### config.mk
export PLATFORM = sky130hd
export DESIGN_NAME = pattern_vector_sequencer
export DESIGN_NICKNAME = d
export VERILOG_FILES = /design/src/rtl/pattern_vector_sequencer.sv
export SDC_FILE = /design/constraint.sdc
export NUM_CORES = 1
export LEC_CHECK = 0
export BUFFER_PORTS_ARGS = -buffer_cell sky130_fd_sc_hd__buf_2
export CORE_UTILIZATION = 57
export DETAILED_ROUTE_END_ITERATION = 16
export PLACE_DENSITY = 0.95
export RECOVER_POWER = 25
export SLEW_MARGIN = 40
export SYNTH_ARGS = -nofsm -noshare
export SYNTH_HDL_FRONTEND = slang
export SYNTH_SLANG_ARGS = --single-unit
### constraint.sdc
create_clock -name blif_clk_net -period 6.7 [get_ports blif_clk_net]
set_input_delay 1.005 -clock blif_clk_net [delete_from_list [all_inputs] [get_ports blif_clk_net]]
set_output_delay 1.005 -clock blif_clk_net [all_outputs]
set_load 0.1 [all_outputs]
### src/rtl/pattern_vector_sequencer.sv
// Built-in test sequencer: drives LFSR pattern vectors into a combinational graph,
// compacts its outputs into a MISR signature and compares against a golden value.
module pattern_vector_sequencer #(
  parameter int unsigned IN_W        = 15,
  parameter int unsigned OUT_W       = 13,
  parameter int unsigned NUM_VECTORS = 256,
  parameter int unsigned SETTLE_CYC  = 2,
  parameter logic [15:0] SEED        = 16'h0001
) (
  input  logic             blif_clk_net,
  input  logic             blif_reset_net,
  input  logic             start,
  input  logic             abort,
  input  logic [15:0]      golden_sig,
  input  logic [OUT_W-1:0] dut_out,
  output logic [IN_W-1:0]  dut_in,
  output logic             busy,
  output logic             done,
  output logic             pass,
  output logic [15:0]      signature,
  output logic [15:0]      vec_count
);

  localparam int unsigned CNT_W        = 4;
  localparam logic [15:0] SEED_EFF     = (SEED == 16'h0000) ? 16'h0001 : SEED;
  localparam logic [CNT_W-1:0] SETTLE_LAST = CNT_W'(SETTLE_CYC - 1);
  localparam logic [15:0] LAST_VEC     = 16'(NUM_VECTORS - 1);

  typedef enum logic [1:0] {IDLE, APPLY, CAPTURE, DONE} state_t;

  state_t           state;
  logic [15:0]      lfsr;
  logic [15:0]      lfsr_next;
  logic [15:0]      misr_next;
  logic [CNT_W-1:0] settle_cnt;

  // Both registers use the same x^16+x^14+x^13+x^11+1 feedback taps.
  assign lfsr_next = {lfsr[14:0], lfsr[15] ^ lfsr[13] ^ lfsr[12] ^ lfsr[10]};
  assign misr_next = {signature[14:0], signature[15] ^ signature[13] ^ signature[12] ^ signature[10]}
                     ^ 16'(dut_out);

  // dut_in/busy/done are kept as flops updated alongside each state transition,
  // so the graph inputs never see a combinational path from start/abort.
  always_ff @(posedge blif_clk_net or posedge blif_reset_net) begin
    if (blif_reset_net) begin
      state      <= IDLE;
      lfsr       <= SEED_EFF;
      signature  <= 16'h0000;
      vec_count  <= 16'h0000;
      settle_cnt <= '0;
      pass       <= 1'b0;
      busy       <= 1'b0;
      done       <= 1'b0;
      dut_in     <= '0;
    end else begin
      case (state)
        IDLE, DONE: begin
          if (start) begin
            state      <= APPLY;
            lfsr       <= SEED_EFF;
            signature  <= 16'h0000;
            vec_count  <= 16'h0000;
            settle_cnt <= '0;
            pass       <= 1'b0;
            busy       <= 1'b1;
            done       <= 1'b0;
            dut_in     <= SEED_EFF[IN_W-1:0];
          end
        end
        APPLY: begin
          if (abort) begin
            state  <= IDLE;
            busy   <= 1'b0;
            pass   <= 1'b0;
            dut_in <= '0;
          end else if (settle_cnt == SETTLE_LAST) begin
            state      <= CAPTURE;
            settle_cnt <= '0;
          end else begin
            settle_cnt <= settle_cnt + CNT_W'(1);
          end
        end
        CAPTURE: begin
          if (abort) begin
            state  <= IDLE;
            busy   <= 1'b0;
            pass   <= 1'b0;
            dut_in <= '0;
          end else begin
            signature <= misr_next;
            lfsr      <= lfsr_next;
            vec_count <= vec_count + 16'd1;
            if (vec_count == LAST_VEC) begin
              state  <= DONE;
              busy   <= 1'b0;
              done   <= 1'b1;
              dut_in <= '0;
              pass   <= (misr_next == golden_sig);
            end else begin
              state  <= APPLY;
              dut_in <= lfsr_next[IN_W-1:0];
            end
          end
        end
        default: begin
          state  <= IDLE;
          busy   <= 1'b0;
          done   <= 1'b0;
          dut_in <= '0;
        end
      endcase
    end
  end

endmodule

==> impl_summary.log, run 1 <==
INFO  metric cts.repair.resized = 0
INFO  metric synth.ff_latch_count = 72
INFO  metric clkSlewWorstSetupHoldPaths = 0.07 ns
INFO  metric route.final.wire_length = 7300 um
INFO  metric synth.cell_area = 3370 um^2
INFO  metric number_of_global_route_vias_before_repair = 2538
INFO  metric ctsHtreeMaxLevel = 3
INFO  metric final.period_utilization = 35.9%
INFO  metric initialDrtViolationCount = 182
INFO  metric final_layout_size_suffix_gt1_share = 28.9%
INFO  metric max-cap-violations = 0
INFO  metric timing.hold.worst.class = register to register
INFO  metric drt_first_pass_iters = 4
INFO  metric cts_setup_buffers = 0
INFO  metric ant_nets = 0
INFO  metric total_routing_usage_gr = 25.6%
INFO  metric cts_hold_buffers = 0
INFO  metric netlist.area_leader.share = 52.7%
INFO  metric synth_async_sr_flop_share = 100%
INFO  metric drc = 0
INFO  metric initial_utilization = 60.2%
INFO  metric synth.yosys.seq_area_share = 53.4%
INFO  metric synth-main-ff-cell = sky130_fd_sc_hd__dfrtp_1
INFO  metric startpoint_type = register
INFO  metric sum_of_negative_setup_slack = 0 ns
INFO  metric core_region_area = 5610 um^2
INFO  metric relSlewSlack = 47.0%
INFO  metric fin_skew = 0.0121 ns
INFO  metric setup_viol = 0
INFO  metric portBuffers = 82
INFO  metric worst_ep_arrival_time = 2.68 ns
INFO  metric cts.root.buffer_cell = sky130_fd_sc_hd__clkbuf_8
INFO  metric synthDominantAreaCellType = sky130_fd_sc_hd__dfrtp_1
INFO  metric tritoncts.num_buffers = 9
INFO  metric finalHoldViolCount = 0
INFO  metric wire_per_inst = 16.1 um
INFO  metric die_width = 78.9 um
INFO  metric cellPowerDensity = 414 nW/um^2
INFO  metric gr-total-overflow = 0
INFO  metric flow.area_growth_from_synthesis = 20.8%
INFO  metric final_util = 72.7%
INFO  metric finalWeightedCongestion = 0.793
INFO  metric vias = 2574
INFO  metric vias_per_instance = 5.68
INFO  metric syn_avg_cell_area = 11.6 um^2
INFO  metric fin_nets = 414
INFO  metric core.rowCount = 27
INFO  metric maximum_fanout_along_the_worst_path = 35
INFO  metric clock-sinks = 72
INFO  metric peakVddDrop = 0.431 mV
INFO  metric antenna-diode-count = 0
INFO  metric design.die.area = 6230 um^2
INFO  metric fill_cells = 405
INFO  metric finalPower = 1690 uW
INFO  metric clock_latency = 0.34 ns
INFO  metric antenna_found_initial = 0
INFO  metric synth_edf_count = 0
INFO  metric dieHeight = 78.9 um
INFO  metric worstPathRequired = 6.97 ns
INFO  metric dpl.hpwl = 5320 um
INFO  metric clk_path_buf_depth = 2
INFO  metric grt_max_degree = 73
INFO  metric synth_cells = 292
INFO  metric grt_setup_unrepaired = false
INFO  metric power.static_leakage = 0.00212 uW
INFO  metric slew_viol_final = 0
INFO  metric boundaryPins = 83
INFO  metric synth-warning-count = 0
INFO  metric yosys-top-cells-area = sky130_fd_sc_hd__dfrtp_1, sky130_fd_sc_hd__a22o_1, sky130_fd_sc_hd__xor2_1
INFO  metric timing_worst_slew_pin_value = 0.795 ns
INFO  metric cts_tree = yes
INFO  metric max_freq = 416 MHz
INFO  metric run_status = finished, final reports clean
INFO  metric synth_fp_nets = 330
INFO  metric min_period = 2.40 ns
INFO  metric yosysUniqueCellTypes = 39
INFO  metric seqCellArea = 1800 um^2
INFO  metric multi_input_comb_area = 1490 um^2
INFO  metric first_pass_grt_wire_length = 11900 um
INFO  metric end_kind = register
INFO  metric crit_type = register to register
## flip-flops by register name, summed over array words and instances, names as in the netlist
signal	count
busy	1
done	1
dut_in	15
lfsr	16
pass	1
settle_cnt	4
signature	16
state	2
vec_count	16
## synth_stat cells (2+ instances only)
cell type	n
sky130_fd_sc_hd__a21oi_1	4
sky130_fd_sc_hd__a22o_1	45
sky130_fd_sc_hd__and2_1	3
sky130_fd_sc_hd__and4_1	2
sky130_fd_sc_hd__buf_2	9
sky130_fd_sc_hd__clkbuf_1	2
sky130_fd_sc_hd__dfrtp_1	71
sky130_fd_sc_hd__ha_1	5
sky130_fd_sc_hd__inv_1	6
sky130_fd_sc_hd__inv_2	2
sky130_fd_sc_hd__nand2_1	17
sky130_fd_sc_hd__nand2b_1	3
sky130_fd_sc_hd__nand3_1	6
sky130_fd_sc_hd__nand4_1	8
sky130_fd_sc_hd__nor2_1	22
sky130_fd_sc_hd__nor2_2	3
sky130_fd_sc_hd__nor2b_1	2
sky130_fd_sc_hd__nor3_1	3
sky130_fd_sc_hd__nor4_1	4
sky130_fd_sc_hd__nor4_4	2
sky130_fd_sc_hd__o21ai_0	7
sky130_fd_sc_hd__o21ai_1	3
sky130_fd_sc_hd__o22ai_1	2
sky130_fd_sc_hd__xnor2_1	10
sky130_fd_sc_hd__xor2_1	37
## power by group
part,leakage [uW],switching [uW],internal (uW)
Combinational,0.00101,568,162
Sequential,0.000991,61.5,492
Clock,0.000118,155,248
## cells by family (layout without fill, tap and decap cells)
kind of cell / after synthesis / count (layout) / share of synthesized area [%]
AND/OR/NAND/NOR: 81 / 81 / 13.6
buffers and inverters: 19 / 108 / 2.45
multiplexers: 2 / 2 / 0.630
AO/OA/AOI/OAI: 65 / 65 / 15.1
XOR/XNOR: 48 / 48 / 12.9
flip-flops: 72 / 72 / 53.4
adder cells (fa/ha/maj): 5 / 5 / 1.85
## worst max-delay path, cell delays in order (launching register included)
cell,delay (ns)
sky130_fd_sc_hd__dfrtp_1,0.35
sky130_fd_sc_hd__inv_1,0.06
sky130_fd_sc_hd__ha_1,0.48
sky130_fd_sc_hd__and2b_4,0.27
sky130_fd_sc_hd__nor2_2,0.04
sky130_fd_sc_hd__buf_4,0.24
sky130_fd_sc_hd__nor2_4,0.62
sky130_fd_sc_hd__a22o_1,0.27
## placed cells by master, fill, tap and decap left out, types with 4 or more instances in the layout
master                      n
sky130_fd_sc_hd__buf_2     82
sky130_fd_sc_hd__dfrtp_1   71
sky130_fd_sc_hd__a22o_1    45
sky130_fd_sc_hd__xor2_1    37
sky130_fd_sc_hd__nor2_1    22
sky130_fd_sc_hd__nand2_1   17
sky130_fd_sc_hd__xnor2_1   10
sky130_fd_sc_hd__clkbuf_8   9
sky130_fd_sc_hd__nand4_1    8
sky130_fd_sc_hd__o21ai_0    7
sky130_fd_sc_hd__inv_1      6
sky130_fd_sc_hd__nand3_1    6
sky130_fd_sc_hd__ha_1       5
sky130_fd_sc_hd__nor4_1     4
sky130_fd_sc_hd__a21oi_1    4
## path summary, 6_finish.rpt
check	from	to	slack, ns	cells after the start
min reg2reg	dut_in[0]	dut_in[0]	0.49	2
min in group asynchronous	blif_reset_net	settle_cnt[1]	0.82	3
max reg2reg	state[0]	signature[6]	4.30	7
max in group asynchronous	blif_reset_net	vec_count[14]	5.43	3
max	state[0]	signature[6]	4.30	7
min	dut_in[0]	dut_in[0]	0.49	2
## final cells by class
class | instances | share of cell area, %
flip-flops and latches | 72 | 44.2
multi-input cells | 201 | 36.5
repair buffers | 84 | 10.5
clock buffers | 11 | 3.22
clock inverters | 5 | 2.55
well taps | 72 | 2.21
inverters | 8 | 0.737
## metal layers
| metal | GRT usage (%) | share of wire, % | vias to the layer above |
|---|---|---|---|
| li1 | - | - | 1202 |
| met1 | 32.7 | 43 | 1239 |
| met2 | 41.7 | 50 | 118 |
| met3 | 5.52 | 6.3 | 15 |
| met4 | 12.2 | 1.6 | 0 |
| met5 | 0 | 0 | - |
## metrics by stage
step | std cells | hold WS, ns | setup WS (ns) | instance area [um^2]
2_1_floorplan | 292 | 0.466 | 3.87 | 3370
3_3_place_gp | 437 | 0.458 | 4.14 | 3840
3_5_place_dp | 437 | 0.480 | 4.04 | 3840
4_1_cts | 453 | 0.496 | 4.32 | 4070
5_1_grt | 453 | 0.513 | 4.12 | 4080
6_report | 453 | 0.491 | 4.30 | 4080
(Power assumes the default switching activity.)
==> inputs of run 2 (changes only) <==
--- a/config.mk
+++ b/config.mk
@@ -6,9 +6,9 @@
 export NUM_CORES = 1
 export LEC_CHECK = 0
 export BUFFER_PORTS_ARGS = -buffer_cell sky130_fd_sc_hd__buf_2
-export CORE_UTILIZATION = 57
+export CORE_UTILIZATION = 48
 export DETAILED_ROUTE_END_ITERATION = 16
-export PLACE_DENSITY = 0.95
+export PLACE_DENSITY = 0.87
 export RECOVER_POWER = 25
 export SLEW_MARGIN = 40
 export SYNTH_ARGS = -nofsm -noshare
==> constraint.sdc (replaced) <==
create_clock -name blif_clk_net -period 2.1 [get_ports blif_clk_net]
set_input_delay 0.315 -clock blif_clk_net [delete_from_list [all_inputs] [get_ports blif_clk_net]]
set_output_delay 0.315 -clock blif_clk_net [all_outputs]
set_load 0.1 [all_outputs]
==> run 2 against run 1 <==
Effect of this change: clock skew is 0.0067 ns lower; worst hold slack worse by 0.19 ns; global-route usage is 3.8 points lower; register-to-register slack worse by 4.2 ns; final area is 4.3% higher; clock-buffer cell count is 1 lower; flip-flop and latch count stayed put; clock power grew to 3.5 times the previous value; die area is 18% higher.
==> impl_summary.log, run 2 (synthesis gave the netlist of run 1 again) <==
INFO  metric final_layout_size_suffix_gt1_share = 33.2% (was 28.9%)
INFO  metric holdWs = 0.298 ns (was 0.491 ns)
INFO  metric finalWeightedCongestion = 0.772 (was 0.793)
INFO  metric min_period = 1.98 ns (was 2.40 ns)
INFO  metric place.detailed.instances = 467 (was 437)
INFO  metric cts.root.buffer_cell = sky130_fd_sc_hd__clkbuf_8 (unchanged)
INFO  metric clk_path_buf_depth = 2 (unchanged)
INFO  metric flow.area_growth_from_synthesis = 26.0% (was 20.8%)
INFO  metric number_of_global_route_vias_before_repair = 2573 (was 2538)
INFO  metric slew_viol_final = 0 (unchanged)
INFO  metric die_width = 85.8 um (was 78.9 um)
INFO  metric power.static_leakage = 0.00216 uW (was 0.00212 uW)
INFO  metric layout.cells.most_common_list = sky130_fd_sc_hd__buf_2, sky130_fd_sc_hd__dfrtp_1, sky130_fd_sc_hd__a22o_1 (unchanged)
INFO  metric crit_type = register to register (unchanged)
INFO  metric vias_per_instance = 5.40 (was 5.68)
INFO  metric finalPower = 5630 uW (was 1690 uW)
INFO  metric stdcell_count = 487 (was 453)
INFO  metric wire_per_inst = 15.4 um (was 16.1 um)
INFO  metric max_freq = 504 MHz (was 416 MHz)
INFO  metric post_layout_worst_setup_margin = 0.118 ns (was 4.30 ns)
INFO  metric fill_cells = 533 (was 405)
INFO  metric design.die.area = 7370 um^2 (was 6230 um^2)
INFO  metric worst_ep_arrival_time = 2.25 ns (was 2.68 ns)
INFO  metric max-cap-violations = 0 (unchanged)
INFO  metric initial_utilization = 49.7% (was 60.2%)
INFO  metric dieHeight = 85.8 um (was 78.9 um)
INFO  metric dpl.hpwl = 5310 um (was 5320 um)
INFO  metric worstPathRequired = 2.36 ns (was 6.97 ns)
INFO  metric route.final.wire_length = 7500 um (was 7300 um)
INFO  metric ant_nets = 0 (unchanged)
INFO  metric maximum_fanout_along_the_worst_path = 17 (was 35)
INFO  metric clock_latency = 0.33 ns (was 0.34 ns)
INFO  metric tritoncts.num_buffers = 9 (unchanged)
INFO  metric run_status = finished, final reports clean (unchanged)
INFO  metric boundaryPins = 83 (unchanged)
INFO  metric antenna-diode-count = 0 (unchanged)
INFO  metric cellPowerDensity = 1320 nW/um^2 (was 414 nW/um^2)
INFO  metric clock-sinks = 72 (unchanged)
INFO  metric total_routing_usage_gr = 21.8% (was 25.6%)
INFO  metric startpoint_type = register (unchanged)
INFO  metric timing_worst_slew_pin_value = 0.813 ns (was 0.795 ns)
INFO  metric ctsHtreeMaxLevel = 3 (unchanged)
INFO  metric biggestRegsByFlops = lfsr x16, signature x16, vec_count x16 (unchanged)
INFO  metric portBuffers = 82 (unchanged)
INFO  metric fin_nets = 424 (was 414)
INFO  metric initialDrtViolationCount = 190 (was 182)
INFO  metric end_kind = register (unchanged)
INFO  metric clkSlewWorstSetupHoldPaths = 0.07 ns (about the same)
INFO  metric core.rowCount = 30 (was 27)
INFO  metric antenna_found_initial = 0 (unchanged)
INFO  metric first_pass_grt_wire_length = 12300 um (was 11900 um)
INFO  metric relSlewSlack = 45.8% (was 47.0%)
INFO  metric gr-total-overflow = 0 (unchanged)
INFO  metric cts_tree = yes (unchanged)
INFO  metric setup_viol = 0 (unchanged)
INFO  metric final.period_utilization = 94.4% (was 35.9%)
INFO  metric fin_skew = 0.00545 ns (was 0.0121 ns)
INFO  metric timing.hold.worst.class = input pin to register (was register to register)
INFO  metric finalHoldViolCount = 0 (unchanged)
INFO  metric peakVddDrop = 1.00 mV (was 0.431 mV)
INFO  metric vias = 2629 (was 2574)
INFO  metric layout_commonest_cell = sky130_fd_sc_hd__buf_2 (unchanged)
INFO  metric grt_max_degree = 35 (was 73)
INFO  metric core_region_area = 6790 um^2 (was 5610 um^2)
INFO  metric dp_worst_setup_slack = 0.110 ns (was 4.04 ns)
INFO  metric drt_first_pass_iters = 4 (unchanged)
INFO  metric sum_of_negative_setup_slack = 0 ns (unchanged)
INFO  metric drc = 0 (unchanged)
[run 2: worst paths after layout]
kind,startpoint,to,slack [ns],depth (start not counted)
worst max-delay path,state[0],lfsr[13],0.12,7
worst min-delay path,golden_sig[0],pass,0.30,4
worst max register to register,state[0],lfsr[13],0.12,7
worst min register to register,dut_in[3],dut_in[3],0.51,1
max in group asynchronous,blif_reset_net,vec_count[2],0.39,4
min in group asynchronous,blif_reset_net,signature[9],0.56,3
[run 2: power by group]
part           internal, uW  leakage, uW  total, uW  switching (uW)
registers              1570     0.000978       1760             190
logic                   583      0.00105       2440            1850
clock network           938     0.000136       1430             491
[run 2: layout make-up]
class | count | area, um^2 | area share [%]
Tap cell | 96 | 120 | 2.83
Multi-Input combinational cell | 202 | 1510 | 35.4
Sequential cell | 72 | 1810 | 42.7
Clock buffer | 10 | 138 | 3.24
Clock inverter | 6 | 130 | 3.06
Inverter | 8 | 31.3 | 0.736
Timing Repair Buffer | 93 | 513 | 12.1
[run 2: critical path: stages, from the launching register on]
cell                      delay, ns
sky130_fd_sc_hd__dfrtp_1       0.36
sky130_fd_sc_hd__inv_1         0.06
sky130_fd_sc_hd__ha_1          0.34
sky130_fd_sc_hd__buf_4         0.18
sky130_fd_sc_hd__nand2_1       0.09
sky130_fd_sc_hd__nor2_2        0.08
sky130_fd_sc_hd__nor2_2        0.58
sky130_fd_sc_hd__a22o_1        0.23
[run 2: what timing repair did]
action                                  CTS  global route
buffers inserted                          0             2
hold buffers                              1             0
endpoints found under the setup margin    0            45
resized for setup                         0             3
hold endpoints to repair                 13             0
[run 2: per-layer routing]
metal  GRT usage (%)  vias to the layer above  part of all wire, %
met4            8.94                        0                  1.9
met3            5.29                       11                  6.6
met5               0                        -                    0
met1            28.9                     1280                   44
li1                -                     1230                    -
met2            34.8                      108                   47
[run 2: stage by stage]
| step | utilization, % | area, um^2 |
|---|---|---|
| 2_1_floorplan | - | 3390 |
| 3_3_place_gp | 58.2 | 3950 |
| 3_5_place_dp | 58.2 | 3950 |
| 4_1_cts | 62.2 | 4230 |
| 5_1_grt | 62.6 | 4250 |
| 6_report | 62.6 | 4250 |
==> inputs of run 3 (changes only) <==
--- a/config.mk
+++ b/config.mk
@@ -9,8 +9,6 @@
 export CORE_UTILIZATION = 48
 export DETAILED_ROUTE_END_ITERATION = 16
 export PLACE_DENSITY = 0.87
-export RECOVER_POWER = 25
-export SLEW_MARGIN = 40
 export SYNTH_ARGS = -nofsm -noshare
 export SYNTH_HDL_FRONTEND = slang
 export SYNTH_SLANG_ARGS = --single-unit
==> run 3 against run 2 <==
Effect of this change: first-iteration DRC count is 22% lower; die area unchanged; register-to-register slack hardly changed; total power up 0.13%; worst hold slack gained 0.00062 ns; non-clock buffer count unchanged; critical path type unchanged.
==> impl_summary.log, run 3 (synthesis gave the netlist of run 1 again) <==
INFO  metric clkSlewWorstSetupHoldPaths = 0.07 ns (about the same)
INFO  metric layout_commonest_cell = sky130_fd_sc_hd__buf_2 (unchanged)
INFO  metric portBuffers = 82 (unchanged)
INFO  metric clockPowerShare = 25.3% (was 25.4%)
INFO  metric boundaryPins = 83 (unchanged)
INFO  metric finalHoldViolCount = 0 (unchanged)
INFO  metric drt_first_pass_iters = 4 (unchanged)
INFO  metric vias_per_instance = 5.39 (was 5.40)
INFO  metric fill_cells = 529 (was 533)
INFO  metric layout.cells.most_common_list = sky130_fd_sc_hd__buf_2, sky130_fd_sc_hd__dfrtp_1, sky130_fd_sc_hd__a22o_1 (unchanged)
INFO  metric initial_utilization = 49.7% (unchanged)
INFO  metric clock_latency = 0.33 ns (about the same)
INFO  metric maximum_fanout_along_the_worst_path = 17 (unchanged)
INFO  metric timing.hold.worst.class = input pin to register (unchanged)
INFO  metric wire_per_inst = 15.4 um (about the same)
INFO  metric worstPathRequired = 2.36 ns (about the same)
INFO  metric worst_ep_arrival_time = 2.25 ns (about the same)
INFO  metric timing_worst_slew_pin_value = 0.699 ns (was 0.813 ns)
INFO  metric power.static_leakage = 0.00218 uW (was 0.00216 uW)
INFO  metric seqCellArea = 1810 um^2 (unchanged)
INFO  metric die_width = 85.8 um (unchanged)
INFO  metric flow.area_growth_from_synthesis = 26.6% (was 26.0%)
INFO  metric power.net_switching = 2540 uW (about the same)
INFO  metric stdcell_count = 487 (unchanged)
INFO  metric fin_nets = 424 (unchanged)
INFO  metric clk_path_buf_depth = 2 (unchanged)
INFO  metric grt_max_degree = 35 (unchanged)
INFO  metric peakVddDrop = 1.00 mV (about the same)
INFO  metric ctsHtreeMaxLevel = 3 (unchanged)
INFO  metric cts_tree = yes (unchanged)
INFO  metric core_region_area = 6790 um^2 (unchanged)
INFO  metric min_period = 1.99 ns (was 1.98 ns)
INFO  metric place.detailed.instances = 467 (unchanged)
INFO  metric sequentialPowerShare = 31.2% (was 31.3%)
INFO  metric finalWeightedCongestion = 0.772 (unchanged)
INFO  metric final_layout_size_suffix_gt1_share = 33.8% (was 33.2%)
INFO  metric relSlewSlack = 53.3% (was 45.8%)
INFO  metric core.rowCount = 30 (unchanged)
INFO  metric drc = 0 (unchanged)
INFO  metric initialDrtViolationCount = 148 (was 190)
INFO  metric internal_power = 3100 uW (was 3090 uW)
INFO  metric route.final.wire_length = 7520 um (was 7500 um)
INFO  metric total_routing_usage_gr = 21.8% (unchanged)
INFO  metric max_freq = 504 MHz (about the same)
INFO  metric cts.root.buffer_cell = sky130_fd_sc_hd__clkbuf_8 (unchanged)
INFO  metric crit_type = register to register (unchanged)
INFO  metric clock-sinks = 72 (unchanged)
INFO  metric tritoncts.num_buffers = 9 (unchanged)
INFO  metric end_kind = register (unchanged)
INFO  metric holdPathStages = 4 (unchanged)
INFO  metric ant_nets = 0 (unchanged)
INFO  metric worstRegToRegCells = 7 (unchanged)
INFO  metric dpl-instance-area = 3950 um^2 (unchanged)
INFO  metric vias = 2626 (was 2629)
INFO  metric finalPower = 5640 uW (was 5630 uW)
INFO  metric gr-total-overflow = 0 (unchanged)
INFO  metric cellPowerDensity = 1320 nW/um^2 (about the same)
INFO  metric antenna-diode-count = 0 (unchanged)
INFO  metric share_comb_of_total_power = 43.4% (was 43.3%)
INFO  metric biggestRegsByFlops = lfsr x16, signature x16, vec_count x16 (unchanged)
INFO  metric first_pass_grt_wire_length = 12300 um (unchanged)
INFO  metric dpl.hpwl = 5310 um (unchanged)
INFO  metric startpoint_type = register (unchanged)
INFO  metric slew_viol_final = 0 (unchanged)
INFO  metric antenna_found_initial = 0 (unchanged)
INFO  metric final.period_utilization = 94.6% (was 94.4%)
INFO  metric multi_input_comb_area = 1510 um^2 (unchanged)
INFO  metric number_of_global_route_vias_before_repair = 2573 (unchanged)
INFO  metric run_status = finished, final reports clean (unchanged)
INFO  metric sum_of_negative_setup_slack = 0 ns (unchanged)
INFO  metric max-cap-violations = 0 (unchanged)
INFO  metric setup_viol = 0 (unchanged)
INFO  metric design.die.area = 7370 um^2 (unchanged)
INFO  metric p_sw_share = 45.0% (about the same)
INFO  metric fin_skew = 0.00577 ns (was 0.00545 ns)
INFO  metric finalInstanceArea = 4270 um^2 (was 4250 um^2)
INFO  metric dieHeight = 85.8 um (unchanged)
[run 3: cell count changes in the layout (fill, tap and decap cells not counted)]
cell,change
sky130_fd_sc_hd__clkbuf_1,-2
sky130_fd_sc_hd__buf_12,+1
sky130_fd_sc_hd__buf_2,+1
sky130_fd_sc_hd__buf_4,+1
sky130_fd_sc_hd__clkbuf_2,-1
sky130_fd_sc_hd__clkinvlp_2,-1
sky130_fd_sc_hd__clkinvlp_4,+1
[run 3: area by class of cell]
| cell class | count | share of cell area (%) |
|---|---|---|
| flip-flops and latches | 72 | 42.4 |
| inverters | 8 | 0.791 |
| clock inverters | 6 | 3.05 |
| multi-input cells | 202 | 35.2 |
| repair buffers | 93 | 12.5 |
| clock buffers | 10 | 3.22 |
| well taps | 96 | 2.81 |
[run 3: power by group through the flow]
stage               sequential (uW)  combinational (uW)  clock, uW
floorplan                      2730                 958          0
global placement               1770                2350          0
detailed placement             1780                2400          0
CTS                            1760                2410       1440
global route                   1790                2600       1500
finish                         1760                2450       1430
[run 3: final timing paths]
check	start	to	slack, ns
worst min-delay path	golden_sig[0]	pass	0.30
min in group asynchronous	blif_reset_net	signature[9]	0.50
worst max-delay path	state[0]	lfsr[13]	0.11
max in group asynchronous	blif_reset_net	lfsr[0]	1.03
worst max register to register	state[0]	lfsr[13]	0.11
worst min register to register	dut_in[3]	dut_in[3]	0.51
[run 3: through the flow]
stage / hold slack [ns] / setup WS [ns] / utilization, %
floorplan: 0.466 / -0.0749 / -
finish: 0.298 / 0.114 / 62.9
detailed placement: 0.317 / 0.110 / 58.2
global route: 0.301 / -0.0173 / 62.9
global placement: 0.313 / 0.181 / 58.2
CTS: 0.285 / 0.0647 / 62.2
[run 3: metal layers]
metal  wire length (um)  vias up  share of wire, %  GRT usage [%]
li1                   -     1232                 -              -
met1               3250     1277                43           28.9
met2               3630      108                48           34.8
met3                524        9               7.0           5.29
met4                115        0               1.5           8.94
met5                  0        -                 0              0
[run 3: worst max-delay path: stages, from the launching register on]
cell and delay, ns:
sky130_fd_sc_hd__dfrtp_1 0.36, sky130_fd_sc_hd__inv_1 0.06, sky130_fd_sc_hd__ha_1 0.34, sky130_fd_sc_hd__buf_4 0.18
sky130_fd_sc_hd__nand2_1 0.09, sky130_fd_sc_hd__nor2_2 0.08, sky130_fd_sc_hd__nor2_2 0.58, sky130_fd_sc_hd__a22o_1 0.23
[run 3: repair_timing]
item	4_1_cts	5_1_grt
endpoints found under the setup margin	0	45
buffers inserted	0	2
resized for setup	0	3
endpoints found under the hold margin	13	0
hold buffers	1	0
